===== config.mk =====
export PLATFORM = sky130hd
export DESIGN_NAME = uart_rx_fifo_flat
export DESIGN_NICKNAME = d
export VERILOG_FILES = /design/src/rtl/uart_pkg.sv /design/src/rtl/uart_rx_fifo_if.sv /design/src/rtl/uart_fifo_mem.sv /design/src/rtl/uart_rx_fifo.sv /design/src/flat_wrapper.sv
export SDC_FILE = /design/constraint.sdc
export NUM_CORES = 1
export LEC_CHECK = 0
export BUFFER_PORTS_ARGS = -buffer_cell sky130_fd_sc_hd__buf_4
export CAP_MARGIN = 0
export CORE_MARGIN = 5
export CORE_UTILIZATION = 40
export CTS_CLUSTER_DIAMETER = 120
export DETAILED_ROUTE_END_ITERATION = 16
export GPL_TIMING_DRIVEN = 0
export PLACE_DENSITY = 0.56
export SYNTH_ARGS = -nofsm -noshare
export SYNTH_HDL_FRONTEND = slang
export SYNTH_SLANG_ARGS = --single-unit

===== constraint.sdc =====
create_clock -name i_clk -period 3.9 [get_ports i_clk]
set_clock_uncertainty 0.2 [all_clocks]
set_input_delay 0.585 -clock i_clk [delete_from_list [all_inputs] [get_ports i_clk]]
set_output_delay 0.585 -clock i_clk [all_outputs]
set_load 0.02 [all_outputs]

===== src/rtl/uart_pkg.sv =====
// uart_pkg: constants shared by the UART receive path.
package uart_pkg;
    localparam int UART_DATA_WIDTH = 8;
    localparam int UART_FIFO_DEPTH = 16;
endpackage


===== src/rtl/uart_rx_fifo_if.sv =====
// uart_rx_fifo_if: receiver strobe, consumer handshake and status bundle for uart_rx_fifo.
interface uart_rx_fifo_if #(
    parameter int DEPTH      = uart_pkg::UART_FIFO_DEPTH,
    parameter int DATA_WIDTH = uart_pkg::UART_DATA_WIDTH
);
    logic                       i_rx_valid;
    logic [DATA_WIDTH-1:0]      i_rx_byte;
    logic                       o_data_valid;
    logic                       i_data_ready;
    logic [DATA_WIDTH-1:0]      o_data;
    logic                       o_empty;
    logic                       o_full;
    logic [$clog2(DEPTH):0]     o_level;
    logic                       o_overflow;
    logic                       i_clear_overflow;

    modport slave (
        input  i_rx_valid, i_rx_byte, i_data_ready, i_clear_overflow,
        output o_data_valid, o_data, o_empty, o_full, o_level, o_overflow
    );
    modport master (
        output i_rx_valid, i_rx_byte, i_data_ready, i_clear_overflow,
        input  o_data_valid, o_data, o_empty, o_full, o_level, o_overflow
    );
endinterface


===== src/rtl/uart_fifo_mem.sv =====
// uart_fifo_mem: register array with one write port and one asynchronous read port.
module uart_fifo_mem #(
    parameter int DEPTH      = 16,
    parameter int DATA_WIDTH = 8
) (
    input  logic                     i_clk,
    input  logic                     i_we,
    input  logic [$clog2(DEPTH)-1:0] i_waddr,
    input  logic [DATA_WIDTH-1:0]    i_wdata,
    input  logic [$clog2(DEPTH)-1:0] i_raddr,
    output logic [DATA_WIDTH-1:0]    o_rdata
);
    logic [DATA_WIDTH-1:0] mem_q [DEPTH];

    always_ff @(posedge i_clk)
        if (i_we) mem_q[i_waddr] <= i_wdata;

    assign o_rdata = mem_q[i_raddr];
endmodule


===== src/rtl/uart_rx_fifo.sv =====
// uart_rx_fifo: show-ahead byte FIFO behind the UART receiver with sticky overflow.
// Define UART_RX_FIFO_DROP_OLDEST_EN to overwrite the oldest entry on overflow instead of dropping the new byte.
module uart_rx_fifo
    import uart_pkg::*;
#(
    parameter int DEPTH      = UART_FIFO_DEPTH,
    parameter int DATA_WIDTH = UART_DATA_WIDTH
) (
    input  logic i_clk,
    input  logic i_rst_n,
    uart_rx_fifo_if.slave bus
);
    localparam int AW = $clog2(DEPTH);
    localparam int PW = AW + 1;

    logic [PW-1:0] wr_ptr_q, wr_ptr_d, rd_ptr_q, rd_ptr_d;
    logic          ovf_q, ovf_d;
    logic          empty, full, pop, push, ovf_evt, we;

    always_comb begin
        empty   = wr_ptr_q == rd_ptr_q;
        full    = (wr_ptr_q[AW] != rd_ptr_q[AW]) && (wr_ptr_q[AW-1:0] == rd_ptr_q[AW-1:0]);
        pop     = !empty && bus.i_data_ready;
        push    = bus.i_rx_valid && (!full || pop);
        ovf_evt = bus.i_rx_valid && full && !pop;
`ifdef UART_RX_FIFO_DROP_OLDEST_EN
        // overflow overwrites the oldest slot and slides the window forward
        we       = push || ovf_evt;
        rd_ptr_d = rd_ptr_q + PW'(pop || ovf_evt);
`else
        we       = push;
        rd_ptr_d = rd_ptr_q + PW'(pop);
`endif
        wr_ptr_d = wr_ptr_q + PW'(we);
        ovf_d    = ovf_evt ? 1'b1 : bus.i_clear_overflow ? 1'b0 : ovf_q;
    end

    always_ff @(posedge i_clk or negedge i_rst_n)
        if (!i_rst_n) begin
            wr_ptr_q <= '0;
            rd_ptr_q <= '0;
            ovf_q    <= 1'b0;
        end else begin
            wr_ptr_q <= wr_ptr_d;
            rd_ptr_q <= rd_ptr_d;
            ovf_q    <= ovf_d;
        end

    uart_fifo_mem #(.DEPTH(DEPTH), .DATA_WIDTH(DATA_WIDTH)) u_mem (
        .i_clk   (i_clk),
        .i_we    (we),
        .i_waddr (wr_ptr_q[AW-1:0]),
        .i_wdata (bus.i_rx_byte),
        .i_raddr (rd_ptr_q[AW-1:0]),
        .o_rdata (bus.o_data)
    );

    assign bus.o_empty      = empty;
    assign bus.o_full       = full;
    assign bus.o_data_valid = !empty;
    assign bus.o_level      = wr_ptr_q - rd_ptr_q;
    assign bus.o_overflow   = ovf_q;
endmodule


===== src/flat_wrapper.sv =====
// flat-port wrapper written by rule: the top's interface ports become plain ports
module uart_rx_fifo_flat import uart_pkg::*;
#(
    parameter int DEPTH      = UART_FIFO_DEPTH,
    parameter int DATA_WIDTH = UART_DATA_WIDTH
)
  (i_clk, i_rst_n, bus_i_rx_valid, bus_i_rx_byte, bus_i_data_ready, bus_i_clear_overflow, bus_o_data_valid, bus_o_data, bus_o_empty, bus_o_full, bus_o_level, bus_o_overflow);
  uart_rx_fifo_if #(.DEPTH(DEPTH), .DATA_WIDTH(DATA_WIDTH)) bus_i ();
  input  logic i_clk;
  input  logic i_rst_n;
  input wire logic [$bits(bus_i.i_rx_valid)-1:0] bus_i_rx_valid;
  input wire logic [$bits(bus_i.i_rx_byte)-1:0] bus_i_rx_byte;
  input wire logic [$bits(bus_i.i_data_ready)-1:0] bus_i_data_ready;
  input wire logic [$bits(bus_i.i_clear_overflow)-1:0] bus_i_clear_overflow;
  output wire logic [$bits(bus_i.o_data_valid)-1:0] bus_o_data_valid;
  output wire logic [$bits(bus_i.o_data)-1:0] bus_o_data;
  output wire logic [$bits(bus_i.o_empty)-1:0] bus_o_empty;
  output wire logic [$bits(bus_i.o_full)-1:0] bus_o_full;
  output wire logic [$bits(bus_i.o_level)-1:0] bus_o_level;
  output wire logic [$bits(bus_i.o_overflow)-1:0] bus_o_overflow;
  assign bus_i.i_rx_valid = bus_i_rx_valid;
  assign bus_i.i_rx_byte = bus_i_rx_byte;
  assign bus_i.i_data_ready = bus_i_data_ready;
  assign bus_i.i_clear_overflow = bus_i_clear_overflow;
  assign bus_o_data_valid = bus_i.o_data_valid;
  assign bus_o_data = bus_i.o_data;
  assign bus_o_empty = bus_i.o_empty;
  assign bus_o_full = bus_i.o_full;
  assign bus_o_level = bus_i.o_level;
  assign bus_o_overflow = bus_i.o_overflow;
  uart_rx_fifo #(.DEPTH(DEPTH), .DATA_WIDTH(DATA_WIDTH)) u_core (.i_clk(i_clk), .i_rst_n(i_rst_n), .bus(bus_i));
endmodule

==> impl_metrics.py <==
metrics = {
    "worst_setup_path": {
        "reg2reg_to": "u_core.u_mem.mem_q[11][2]",
        "cp_slowest_cell": "nor2_1",
        "crit_path_frequent_cell": "buf_2",
        "crit_required_ps": 3740,
        "cp-end-kind": "register",
        "r2r_cells": 10,
        "crit_fanout": 10,
        "cp.arrival_ps": 3460,
        "worst-path-buf-inv": 5,
        "critical-path-top-delay-family": "simple AND/OR/NAND/NOR gates",
        "max_stage_delay_ps": 640,
        "startpoint_type": "register",
        "reg2reg_from": "u_core.rd_ptr_q[2]",
        "cp_num_cells": 10,
        "path_class": "reg2reg",
        "cp_cell_sequence": "buf_2 -> buf_2 -> buf_2 -> inv_1 -> ha_1 -> nand4_1 -> o31ai_2 -> buf_6 -> or3_4 -> nor2_1",
        "r2r_setup_slack_ps": 280,
    },
    "timing": {
        "tightest_slew_ps": 1240,
        "timing.hold.ws_ps": 160,
        "max_freq_mhz": 276,
        "slew_violations": 0,
        "relSlewSlack_pct": 16.9,
        "layout_min_cycle_time_ps": 3620,
        "setup_viol": 0,
        "post-route-period-util_pct": 92.8,
        "rsz0062_at_grt": "no",
        "hold_viol": 0,
    },
    "drt": {
        "first_pass_iters": 4,
        "drtIter0Drc": 202,
        "route.vias.total": 2811,
        "wirelength_um": 11800,
        "wl_per_cell_um": 21.7,
        "wl_met1_um": 5460,
        "postRouteAntennaNets": 0,
        "wl_met3_um": 538,
        "viasPerCell": 5.18,
        "drc": 0,
        "wl_met2_um": 5480,
        "dr.max_layer_used": "met4",
    },
    "min_path": {
        "hold-path-cell-count": 2,
        "hold_start": "bus_i_clear_overflow",
        "min_to": "u_core.bus.o_overflow",
        "min_path_type": "in2reg",
    },
    "outcome": {
        "outcome": "finished, final reports clean",
    },
    "floorplan": {
        "start_util_pct": 41.2,
        "die_y_um": 130,
        "io_pins": 30,
        "die_w_um": 130,
        "rows": 43,
        "die_area_um2": 16900,
        "coreArea_um2": 14000,
    },
    "clock_tree": {
        "cts_max_level": 4,
        "cts_tree": "built",
        "clockRootBuffer": "clkbuf_16",
        "clk_pin_slew_ps": 50,
        "clock_latency_ps": 410,
        "cts_sinks": 139,
        "cts_buffer_depth": 2,
        "numCtsBuffers": 17,
        "postCtsSetupBuffers": 0,
    },
    "logic_synthesis": {
        "avgSynthCellArea_um2": 19.3,
        "synth_area_um2": 5760,
        "syn_inst": 298,
        "synth_warnings": 0,
        "ys_types": 35,
        "seq_area_frac_synth_pct": 71.5,
        "synth_seq_cells": 139,
        "netlist_top_cells_area": "edfxtp_1, mux4_1, dfrtp_1, mux2i_1, ha_1",
        "yosysTopAreaCellShare_pct": 66.8,
        "syn-num-nets": 320,
        "synth_area_leader_cell": "edfxtp_1",
    },
    "power_and_ir_drop": {
        "cellLeakagePower_nw": 2.45,
        "p_total_mw": 5.57,
        "powerDensity_nw_per_um2": 814,
        "ir_worst_vdd_v": 0.000361,
    },
    "global_routing": {
        "grt_usage_pct": 15.4,
        "overflow": 0,
        "grt_pass1_wl_um": 18200,
        "grt_pass1_vias": 2963,
        "antenna_found_initial": 0,
        "grt_max_degree": 17,
    },
    "finish": {
        "nets": 372,
        "final_cell_mix": "edfxtp_1, buf_4, mux4_1, mux2i_1, clkbuf_16",
        "diodes": 0,
        "fin_cells": 543,
        "drive_gt1_share_pct": 21.8,
        "fin_area_um2": 6850,
        "final_common_cell": "edfxtp_1",
        "final_core_util_pct": 48.9,
        "area_delta_synth_final_pct": 18.9,
    },
    "placement": {
        "dpl-instance-area_um2": 6230,
        "dp_cells": 509,
        "hpwl_um": 7690,
        "port_buffers": 29,
        "gp_congestion": 0.796,
    },
    "flow_run": {
        "maxCapViolCount": 0,
    },
}
[registers in the layout, summed over array words and instances, names as in the netlist]
register / flops
u_core.bus.o_overflow: 1
u_core.rd_ptr_q: 5
u_core.u_mem.mem_q: 128
u_core.wr_ptr_q: 5
[logic make-up (layout without fill, tap and decap cells)]
| family | count (synthesis) | count (layout) | share of synthesized area, % |
|---|---|---|---|
| flops | 139 | 139 | 71.5 |
| fa+ha+maj | 9 | 9 | 2.09 |
| mux | 48 | 48 | 15.1 |
| xor+xnor | 11 | 11 | 1.80 |
| compound gates | 30 | 30 | 3.35 |
| buf+inv | 27 | 92 | 3.00 |
| simple gates | 34 | 34 | 3.09 |
[worst max path at each step]
stage	from	endpoint	slack (ps)
after CTS	u_core.rd_ptr_q[2]	u_core.u_mem.mem_q[14][2]	50
after global routing	u_core.rd_ptr_q[2]	u_core.u_mem.mem_q[13][3]	10
after global placement	u_core.rd_ptr_q[2]	u_core.u_mem.mem_q[4][1]	-270
final	u_core.rd_ptr_q[2]	u_core.u_mem.mem_q[11][2]	280
after floorplan	u_core.rd_ptr_q[2]	u_core.u_mem.mem_q[4][0]	800
after detailed placement	u_core.rd_ptr_q[2]	u_core.u_mem.mem_q[0][2]	-110
[timing repair]
item	4_1_cts	5_1_grt
endpoints found under the hold margin	11	0
hold buffers	1	0
gates resized for setup	1	1
setup endpoints to repair	8	8
[cell type report]
class | instances | area [um2]
fill | 1187 | 7140
sequential | 139 | 4120
multi-input combinational | 132 | 1500
clock buffer | 18 | 429
timing repair buffer | 33 | 250
tap | 180 | 225
clock inverter | 14 | 151
buffer | 15 | 128
inverter | 12 | 45.0
[synthesized netlist by cell type (all sizes together)]
cell type,n
and2,1
nand4,1
clkbuf,3
nor3,8
nand2b,1
nand2,5
dfrtp,11
o31ai,1
a221oi,8
mux2i,24
nor4,2
ha,8
a21oi,2
nor2,8
nand3,3
a21o,2
edfxtp,128
nand3b,1
or3,2
xor2,3
xnor2,8
fa,1
buf,12
o21ai,17
mux4,24
nor2b,2
inv,12
[worst reg2reg max path, stage by stage, from the launching register on]
cell and delay (ps):
dfrtp_1 340, buf_2 260, buf_2 350, buf_2 290
inv_1 70, ha_1 330, nand4_1 160, o31ai_2 100
buf_6 150, or3_4 360, nor2_1 640
[through the flow]
step                TNS (ps)  worst slack, ps
detailed placement      -872             -109
finish                     0              281
floorplan                  0              803
global route               0             12.4
CTS                        0             53.9
global placement       -4140             -273
[where the power goes]
| group | total (mW) | internal [mW] | switching [mW] |
|---|---|---|---|
| registers | 1.92 | 1.83 | 0.0959 |
| clock network | 1.57 | 0.994 | 0.579 |
| logic | 2.08 | 0.891 | 1.19 |
[routing by layer]
metal / up-vias / global-route usage [%]
li1: 1314 / -
met1: 1421 / 21.2
met2: 55 / 23.2
met3: 21 / 4.18
met4: 0 / 6.48
met5: - / 0
No activity file was read; power rests on OpenSTA's default activity.
